$ cat src/rtl/freq_meter_pkg.sv
// Shared types and helpers for the gated frequency meter.
package freq_meter_pkg;

    typedef enum logic [1:0] {
        S_IDLE  = 2'd0,
        S_GATE  = 2'd1,
        S_LATCH = 2'd2
    } state_e;

    localparam int unsigned GATE_CYCLES_DEF = 50_000_000;
    localparam int unsigned TMR_W           = $clog2(GATE_CYCLES_DEF);

    // Timer width for a given gate length; the timer holds at most cycles-1.
    function automatic int unsigned tmr_width(input int unsigned cycles);
        return $clog2(cycles);
    endfunction

endpackage

$ cat src/rtl/freq_meter_if.sv
// Control and result bundle between the frequency meter and its neighbours.
interface freq_meter_if #(
    parameter int unsigned CNT_W = 16
);
    logic             run;
    logic             sig_in;
    logic [CNT_W-1:0] dec;
    logic             dec_valid;
    logic             ovf;
    logic             gating;

    modport master (output run, output sig_in,
                    input  dec, input dec_valid, input ovf, input gating);
    modport slave  (input  run, input  sig_in,
                    output dec, output dec_valid, output ovf, output gating);
endinterface

$ cat src/rtl/sync_edge_det.sv
// Two-flop synchroniser for an asynchronous input followed by rising-edge detection.
module sync_edge_det (
    input  logic clk,
    input  logic clr_n,
    input  logic d_async,
    output logic rise_pulse
);
    logic meta_q;
    logic sync_q;
    logic edge_q;

    always_ff @(posedge clk or negedge clr_n) begin
        if (!clr_n) begin
            meta_q <= 1'b0;
            sync_q <= 1'b0;
            edge_q <= 1'b0;
        end else begin
            meta_q <= d_async;
            sync_q <= meta_q;
            edge_q <= sync_q;
        end
    end

    assign rise_pulse = sync_q & ~edge_q;

endmodule

$ cat src/rtl/freq_meter.sv
// Gated frequency counter: counts sig_in rising edges per gate and publishes dec once per gate.
// Define FREQ_METER_AVG2_EN to publish the mean of the current and previous gate counts.
module freq_meter
    import freq_meter_pkg::*;
#(
    parameter int unsigned GATE_CYCLES = 50_000_000,
    parameter int unsigned CNT_W       = 16,
    parameter int unsigned MAX_COUNT   = 9999
) (
    input  logic         clk,
    input  logic         clr_n,
    freq_meter_if.slave  bus
);
    localparam int unsigned    TMR_BITS = tmr_width(GATE_CYCLES);
    localparam logic [TMR_BITS-1:0] TMR_LOAD = TMR_BITS'(GATE_CYCLES - 1);
    localparam logic [CNT_W-1:0]    CNT_MAX  = CNT_W'(MAX_COUNT);

    state_e              state_q, state_d;
    logic [TMR_BITS-1:0] timer_q, timer_d;
    logic [CNT_W-1:0]    count_q, count_d;
    logic [CNT_W-1:0]    dec_q, dec_d;
    logic [CNT_W-1:0]    pub_c;
    logic                ovf_q, ovf_d;
    logic                valid_q, valid_d;
    logic                gating_q;
    logic                sig_edge;

    sync_edge_det u_sync (
        .clk        (clk),
        .clr_n      (clr_n),
        .d_async    (bus.sig_in),
        .rise_pulse (sig_edge)
    );

`ifdef FREQ_METER_AVG2_EN
    // Previous gate's count: kept on publish, cleared on abort.
    logic [CNT_W-1:0] prev_q;
    logic [CNT_W:0]   sum_c;

    always_ff @(posedge clk or negedge clr_n) begin
        if (!clr_n) begin
            prev_q <= '0;
        end else if (state_q == S_LATCH) begin
            prev_q <= count_q;
        end else if (state_q == S_GATE && !bus.run) begin
            prev_q <= '0;
        end
    end

    assign sum_c = {1'b0, count_q} + {1'b0, prev_q};
    assign pub_c = sum_c[CNT_W:1];
`else
    assign pub_c = count_q;
`endif

    always_ff @(posedge clk or negedge clr_n) begin
        if (!clr_n) begin
            state_q  <= S_IDLE;
            timer_q  <= '0;
            count_q  <= '0;
            dec_q    <= '0;
            ovf_q    <= 1'b0;
            valid_q  <= 1'b0;
            gating_q <= 1'b0;
        end else begin
            state_q  <= state_d;
            timer_q  <= timer_d;
            count_q  <= count_d;
            dec_q    <= dec_d;
            ovf_q    <= ovf_d;
            valid_q  <= valid_d;
            gating_q <= (state_d == S_GATE);
        end
    end

    // Next state, gate timer, saturating counter and publish values.
    always_comb begin
        state_d = state_q;
        timer_d = timer_q;
        count_d = count_q;
        dec_d   = dec_q;
        ovf_d   = ovf_q;
        valid_d = 1'b0;
        unique case (state_q)
            S_IDLE: begin
                timer_d = '0;
                count_d = '0;
                if (bus.run) begin
                    state_d = S_GATE;
                    timer_d = TMR_LOAD;
                end
            end
            S_GATE: begin
                if (!bus.run) begin
                    state_d = S_IDLE;
                    timer_d = '0;
                    count_d = '0;
                end else begin
                    if (sig_edge && count_q != CNT_MAX) begin
                        count_d = count_q + CNT_W'(1);
                    end
                    if (timer_q == '0) begin
                        state_d = S_LATCH;
                    end else begin
                        timer_d = timer_q - TMR_BITS'(1);
                    end
                end
            end
            S_LATCH: begin
                dec_d   = pub_c;
                ovf_d   = (count_q == CNT_MAX);
                valid_d = 1'b1;
                // An edge seen here opens the next gate's count.
                count_d = sig_edge ? CNT_W'(1) : '0;
                timer_d = TMR_LOAD;
                if (bus.run) begin
                    state_d = S_GATE;
                end else begin
                    state_d = S_IDLE;
                    count_d = '0;
                    timer_d = '0;
                end
            end
            default: begin
                state_d = S_IDLE;
                timer_d = '0;
                count_d = '0;
            end
        endcase
    end

    assign bus.dec       = dec_q;
    assign bus.dec_valid = valid_q;
    assign bus.ovf       = ovf_q;
    assign bus.gating    = gating_q;

endmodule

$ cat src/flat_wrapper.sv
// flat-port wrapper written by rule: the top's interface ports become plain ports
module freq_meter_flat import freq_meter_pkg::*;
#(
    parameter int unsigned GATE_CYCLES = 50_000_000,
    parameter int unsigned CNT_W       = 16,
    parameter int unsigned MAX_COUNT   = 9999
)
  (clk, clr_n, bus_run, bus_sig_in, bus_dec, bus_dec_valid, bus_ovf, bus_gating);
  freq_meter_if #(.CNT_W(CNT_W)) bus_i ();
  input  logic clk;
  input  logic clr_n;
  input wire logic [$bits(bus_i.run)-1:0] bus_run;
  input wire logic [$bits(bus_i.sig_in)-1:0] bus_sig_in;
  output wire logic [$bits(bus_i.dec)-1:0] bus_dec;
  output wire logic [$bits(bus_i.dec_valid)-1:0] bus_dec_valid;
  output wire logic [$bits(bus_i.ovf)-1:0] bus_ovf;
  output wire logic [$bits(bus_i.gating)-1:0] bus_gating;
  assign bus_i.run = bus_run;
  assign bus_i.sig_in = bus_sig_in;
  assign bus_dec = bus_i.dec;
  assign bus_dec_valid = bus_i.dec_valid;
  assign bus_ovf = bus_i.ovf;
  assign bus_gating = bus_i.gating;
  freq_meter #(.GATE_CYCLES(GATE_CYCLES), .CNT_W(CNT_W), .MAX_COUNT(MAX_COUNT)) u_core (.clk(clk), .clr_n(clr_n), .bus(bus_i));
endmodule
$ cat config.mk
export PLATFORM = sky130hd
export DESIGN_NAME = freq_meter_flat
export DESIGN_NICKNAME = d
export VERILOG_FILES = /design/src/rtl/freq_meter_pkg.sv /design/src/rtl/freq_meter_if.sv /design/src/rtl/sync_edge_det.sv /design/src/rtl/freq_meter.sv /design/src/flat_wrapper.sv
export SDC_FILE = /design/constraint.sdc
export NUM_CORES = 1
export LEC_CHECK = 0
export CORE_MARGIN = 4
export CORE_UTILIZATION = 46
export CTS_BUF_LIST = sky130_fd_sc_hd__clkbuf_4 sky130_fd_sc_hd__clkbuf_8
export DETAILED_ROUTE_END_ITERATION = 12
export DONT_BUFFER_PORTS = 1
export SLEW_MARGIN = 40
export SYNTH_ARGS = -nofsm -noshare
export SYNTH_HDL_FRONTEND = slang
export SYNTH_SLANG_ARGS = --single-unit
$ cat constraint.sdc
create_clock -name clk -period 1.8 [get_ports clk]
set_input_delay 0.45 -clock clk [delete_from_list [all_inputs] [get_ports clk]]
set_output_delay 0.45 -clock clk [all_outputs]
set_load 0.03 [all_outputs]
==> flow_metrics.py, run 1 <==
metrics = {
    "cells_and_area": {
        "num-nets-final": 446,
        "final_util_pct": 64.7,
        "n_antenna_cell": 0,
        "fillers": 558,
        "final_cells": 538,
        "drive_above_1_share_pct": 39.4,
        "final_cell_mix": "buf_4 (78), dfrtp_1 (63), nand2_1 (31)",
        "layout_commonest_cell": "buf_4",
        "area_delta_synth_final_pct": 35.2,
    },
    "place": {
        "dp_cells": 515,
        "hpwl_um": 5770,
        "io_buffers": 0,
        "pre_cts_slack_ps": -134,
        "gp_congestion": 0.780,
    },
    "setup_path": {
        "cp_max_fo": 5,
        "r2r_cells": 6,
        "reg2reg_setup_slack_ps": -140,
        "cp-startpoint": "u_core.count_q[6]",
        "path_cells": "or4b_4 -> nor4_4 -> buf_4 -> nor2_4 -> a32oi_2 -> o32ai_1",
        "worst_r2r_endpoint": "u_core.count_q[0]",
        "timing.rr.start": "u_core.count_q[6]",
        "crit_type": "reg2reg",
        "cp.required_ps": 2040,
        "start_kind": "flip-flop",
        "cp_slowest_cell": "or4b_4",
        "slowest_delay_ps": 570,
        "endpoint_kind": "flip-flop",
        "arrival_ps": 2170,
    },
    "clock_tree": {
        "cts_buffers": 9,
        "ctsHtreeMaxLevel": 3,
        "clk_latency_ps": 360,
        "cts_max_path_buffers": 2,
        "clk_pin_slew_worst_paths_ps": 80,
        "cts_tree": "yes",
        "cts-root-buf": "clkbuf_8",
        "cts.sinks": 66,
    },
    "synthesis": {
        "syn_nets": 362,
        "synth_area_per_cell_um2": 10.0,
        "netlist_instances": 350,
        "synth_top_area_cell": "dfrtp_1",
        "synth_cell_types": 57,
        "synth_edf_count": 0,
        "syn-cell-area_um2": 3510,
        "ys_top_cells_by_area": "dfrtp_1 (47%), mux2_2 (5.8%), a21oi_1 (3.9%)",
        "synth-seq-cells": 66,
        "synth-main-ff-cell": "dfrtp_1",
        "async_reset_ff_share_pct": 100,
        "synth_top_cell_area_share_pct": 47.1,
        "yosysSeqAreaShare_pct": 47.1,
        "synth_warnings": 0,
    },
    "power_and_ir_drop": {
        "switching_share_pct": 36.5,
        "clkPwrFrac_pct": 24.1,
        "power_density_nw_per_um2": 1250,
        "p_int_uw": 3780,
        "power_leakage_uw": 0.00205,
        "combPwrFrac_pct": 42.0,
        "power_frac_seq_pct": 33.9,
        "p_switching_uw": 2170,
        "max-vdd-ir-drop_mv": 0.606,
    },
    "sta": {
        "max_slew_margin_pct": 54.4,
        "setup_viol": 16,
        "timing.final.ws_setup_ps": -137,
        "hold_viol_final": 66,
        "fin_crit_sh_pct": 108,
        "drv_slew": 0,
        "finClkSkew_ps": 7.87,
        "hold_slack_ps": -213,
        "worst_pin_slew_ps": 682,
        "rsz0062_at_grt": "true",
        "setup_tns_ps": -1250,
        "fmax_mhz": 516,
        "fin_crit_ps": 1940,
    },
    "die": {
        "dieArea_um2": 9090,
        "die_y_um": 95.3,
        "num_rows": 31,
        "ios": 23,
        "floorplan.die.width_um": 95.3,
        "core_area_um2": 7330,
        "start_util_pct": 47.9,
    },
    "run": {
        "maxCapViolations": 0,
    },
    "global_route": {
        "antenna_found_initial": 0,
        "grt_pass1_vias": 2996,
        "grt_max_degree": 67,
        "grt_pass1_wl_um": 14400,
        "grt-ovfl-total": 0,
        "track_usage_pct": 20.4,
    },
    "detailed_routing": {
        "vias": 3022,
        "drt_iter0_markers": 148,
        "wirelength_um": 8710,
        "firstDrtPassIters": 4,
        "antenna_left": 0,
        "wire_per_inst_um": 16.2,
        "route.detailed.drc": 0,
        "vias_per_cell": 5.62,
    },
    "run_status": {
        "violations": "hold timing, setup timing",
        "status": "finished, violations left",
    },
    "min_path": {
        "min_path_type": "in2async",
    },
}
[logic make-up (layout without fill, tap and decap cells)]
kind of cell | count (synthesis) | in the layout | synth area share [%]
adders and majority gates | 8 | 8 | 2.85
xor gates and xnor gates | 8 | 8 | 2.00
and+or+nand+nor | 144 | 144 | 23.6
AOI/OAI and AO/OA | 79 | 79 | 14.0
buffers and inverters | 23 | 112 | 3.53
muxes | 22 | 22 | 6.92
DFF | 66 | 66 | 47.1
[timing repair]
action / in CTS / in global routing
pin swaps: 9 / 33
setup endpoints to repair: 19 / 43
endpoints found under the hold margin: 66 / 66
gates resized for setup: 9 / 54
buffers inserted: 4 / 5
[stage by stage]
stage / hold WS [ps] / power, µW / cell area, µm²
after floorplan: 154 / 3200 / 3580
after global placement: 157 / 4040 / 4220
after detailed placement: 157 / 4060 / 4220
after CTS: -229 / 5600 / 4520
after global routing: -240 / 6280 / 4740
final: -213 / 5940 / 4740
[cell usage after synthesis (3+ instances only)]
library cell	instances
dfrtp_1	66
nand2_1	34
nor2_1	29
a21oi_1	27
o21ai_0	19
mux2_2	18
nand3_1	13
nor4_1	10
ha_1	8
nand4_1	8
nor3_1	8
o31a_1	8
clkbuf_1	7
a31oi_1	6
inv_1	6
or3_1	5
or4b_1	5
xnor2_1	5
mux2i_1	4
nand2b_1	4
o21a_1	4
and4_1	3
buf_2	3
nand3b_1	3
nand4b_1	3
xor2_1	3
[worst max-delay path by stage]
| stage | endpoint | slack, ps |
|---|---|---|
| after global routing | u_core.count_q[10] | -210 |
| after detailed placement | u_core.count_q[13] | -130 |
| after CTS | u_core.count_q[13] | -100 |
| after global placement | u_core.count_q[13] | -80 |
| final | u_core.count_q[0] | -140 |
| after floorplan | u_core.count_q[2] | -60 |
[critical path: cells and delay by family (launching register included)]
kind            cells  cell delay, ps
simple gates        3             930
flops               1             420
compound gates      2             280
buf+inv             1             170
[area by class of cell]
type                    count  area [µm²]  area share, %
multi-input cells         261        2000           42.1
flip-flops and latches     66        1660           34.9
repair buffers             90         721           15.2
clock buffers              10         138           2.90
well taps                  99         124           2.61
clock inverters             6        88.8           1.87
inverters                   6        22.5          0.475
[registers in the layout, summed over array words and instances, names as in the netlist]
signal and count:
u_core.timer_q 26, u_core.u_sync.meta_q 1, u_core.bus.ovf 1, u_core.bus.dec_valid 1, u_core.state_q 2, u_core.u_sync.edge_q 1
u_core.count_q 16, u_core.u_sync.sync_q 1, u_core.bus.gating 1, u_core.bus.dec 16
[power groups by stage]
stage                     clock (µW)  sequential (µW)  combinational, µW
after global routing            1530             2040               2710
after global placement             0             1990               2050
after detailed placement           0             1990               2070
after CTS                       1450             1980               2160
after floorplan                    0             2000               1200
final                           1430             2010               2490
[per-layer routing]
metal	routed length [µm]	track usage, %	vias to the layer above
met3	521	4.81	9
li1	-	-	1465
met1	4130	29.0	1474
met2	3970	30.4	74
met4	89	7.33	0
met5	0	0	-
No activity file was read; power rests on OpenSTA's default activity.
==> inputs of run 2 (changes only) <==
RECOVER_POWER = 100   (was not set)
==> run 2 against run 1 <==
The flow still finishes with violations (hold timing, setup timing). Largest power group unchanged. Clock skew about the same. Global-route usage stayed put. Setup slack hardly changed. Critical path type unchanged. Critical path depth did not move. Via count is 1.3% higher. Non-clock buffer count is the same. Total power is 0.36% lower. Worst hold slack worse by 0.68 ps. Utilization down 0.27 points. Largest cell class unchanged. Design area fell by 0.42%. Count of clock-buffer cells in the layout is the same. Sequential share of layout area up 0.15 points.
==> flow_metrics.py, run 2 (synthesis gave the netlist of run 1 again) <==
metrics = {
    "setup_path": {
        "cp_max_fo": 5,
        "cp.required_ps": 2040,
        "crit_type": "reg2reg",
        "endpoint_kind": "flip-flop",
        "arrival_ps": 2170,
        "start_kind": "flip-flop",
    },
    "cells_and_area": {
        "n_antenna_cell": 0,
        "largest_register_ffs": 26,
        "fillers": 564,
        "final_cell_mix": "buf_4 (76), dfrtp_1 (63), nand2_1 (31)",
        "layout_commonest_cell": "buf_4",
        "area_delta_synth_final_pct": 34.6,
        "final_util_pct": 64.4,
        "num-nets-final": 446,
        "final_cells": 538,
        "largest_register": "u_core.timer_q",
        "drive_above_1_share_pct": 39.0,
    },
    "die": {
        "start_util_pct": 47.9,
        "num_rows": 31,
        "floorplan.die.width_um": 95.3,
        "ios": 23,
        "dieArea_um2": 9090,
        "die_y_um": 95.3,
        "core_area_um2": 7330,
    },
    "power_and_ir_drop": {
        "power_leakage_uw": 0.00203,
        "power_frac_seq_pct": 34.0,
        "power_density_nw_per_um2": 1250,
        "clkPwrFrac_pct": 24.3,
        "max-vdd-ir-drop_mv": 0.605,
        "p_int_uw": 3770,
        "combPwrFrac_pct": 41.8,
        "switching_share_pct": 36.4,
        "p_switching_uw": 2160,
    },
    "clock_tree": {
        "cts_max_path_buffers": 2,
        "clk_latency_ps": 360,
        "cts_tree": "yes",
        "cts_buffers": 9,
        "ctsHtreeMaxLevel": 3,
        "cts-root-buf": "clkbuf_8",
        "cts.sinks": 66,
        "clk_pin_slew_worst_paths_ps": 80,
    },
    "detailed_routing": {
        "wirelength_um": 8730,
        "wl_met3_um": 439,
        "vias": 3060,
        "top_layer_used": "met4",
        "wl_met1_um": 4210,
        "wire_per_inst_um": 16.2,
        "antenna_left": 0,
        "vias_per_cell": 5.69,
        "route.detailed.drc": 0,
        "wl_met2_um": 3980,
        "drt_iter0_markers": 184,
        "firstDrtPassIters": 4,
    },
    "run_status": {
        "status": "finished, violations left",
        "violations": "hold timing, setup timing",
    },
    "global_route": {
        "grt_max_degree": 67,
        "grt_pass1_wl_um": 14400,
        "antenna_found_initial": 0,
        "grt_pass1_vias": 2996,
        "grt-ovfl-total": 0,
        "track_usage_pct": 20.4,
    },
    "place": {
        "io_buffers": 0,
        "gp_congestion": 0.780,
        "dp_cells": 515,
        "hpwl_um": 5770,
    },
    "run": {
        "maxCapViolations": 0,
    },
    "sta": {
        "rsz0062_at_grt": "true",
        "hold_slack_ps": -214,
        "setup_viol": 16,
        "worst_pin_slew_ps": 688,
        "hold_viol_final": 66,
        "timing.final.ws_setup_ps": -137,
        "fin_crit_sh_pct": 108,
        "finClkSkew_ps": 7.66,
        "max_slew_margin_pct": 54.0,
        "fin_crit_ps": 1940,
        "drv_slew": 0,
        "fmax_mhz": 516,
    },
    "min_path": {
        "min_path_type": "in2async",
    },
}
[run 2: cell types whose count changed in the layout (fill, tap and decap cells not counted)]
cell | previous run | this run
buf_4 | 78 | 76
nor3_2 | 1 | 2
clkbuf_1 | 0 | 2
buf_6 | 12 | 11
buf_2 | 0 | 1
nor3_4 | 3 | 2
[run 2: metrics by stage]
stage / cell area [µm²] / hold WS, ps / worst slack (ps) / power [µW] / TNS, ps
2_1_floorplan: 3580 / 154 / -61.8 / 3200 / -697
5_1_grt: 4720 / -240 / -213 / 6260 / -4030
3_3_place_gp: 4220 / 157 / -80.1 / 4040 / -267
3_5_place_dp: 4220 / 157 / -134 / 4060 / -633
6_report: 4720 / -214 / -137 / 5920 / -1270
4_1_cts: 4520 / -229 / -101 / 5600 / -724
[run 2: path summary, 6_finish.rpt]
kind | start | slack (ps) | end | cells past startpoint
worst max-delay path | u_core.count_q[6] | -140 | u_core.count_q[0] | 6
worst min register to register | u_core.u_sync.meta_q | 360 | u_core.u_sync.sync_q | 0
worst max register to register | u_core.count_q[6] | -140 | u_core.count_q[0] | 6
worst min-delay path | clr_n | -210 | u_core.count_q[6] | 0
min in group clk | bus_sig_in | 110 | u_core.u_sync.meta_q | 0
max in group asynchronous | clr_n | 1900 | u_core.timer_q[2] | 0
[run 2: layout make-up]
| class | instances | area [µm²] | area share (%) |
|---|---|---|---|
| Multi-Input combinational cell | 261 | 1990 | 42.1 |
| Sequential cell | 66 | 1660 | 35.0 |
| Timing Repair Buffer | 90 | 707 | 15.0 |
| Clock buffer | 10 | 138 | 2.91 |
| Tap cell | 99 | 124 | 2.62 |
| Clock inverter | 6 | 88.8 | 1.88 |
| Inverter | 6 | 22.5 | 0.477 |
[run 2: critical path, stage by stage, from the launching register on]
cell and delay, ps:
dfrtp_1 420, or4b_4 570, nor4_4 320, buf_4 170
nor2_4 40, a32oi_2 190, o32ai_1 90
[run 2: routing by layer]
metal	vias up	GRT usage (%)
met5	-	0
met4	0	7.33
met3	12	4.81
met2	77	30.4
met1	1504	29.0
li1	1467	-
[run 2: repair_timing]
action	4_1_cts	5_1_grt
setup endpoints to repair	19	43
setup buffers	4	5
endpoints found under the hold margin	66	66
pin swaps	9	33
gates resized for setup	9	54
[run 2: power groups by stage]
stage	clock, µW	sequential (µW)	combinational (µW)
2_1_floorplan	0	2000	1200
3_3_place_gp	0	1990	2050
3_5_place_dp	0	1990	2070
4_1_cts	1450	1980	2160
5_1_grt	1530	2040	2690
6_report	1440	2010	2470
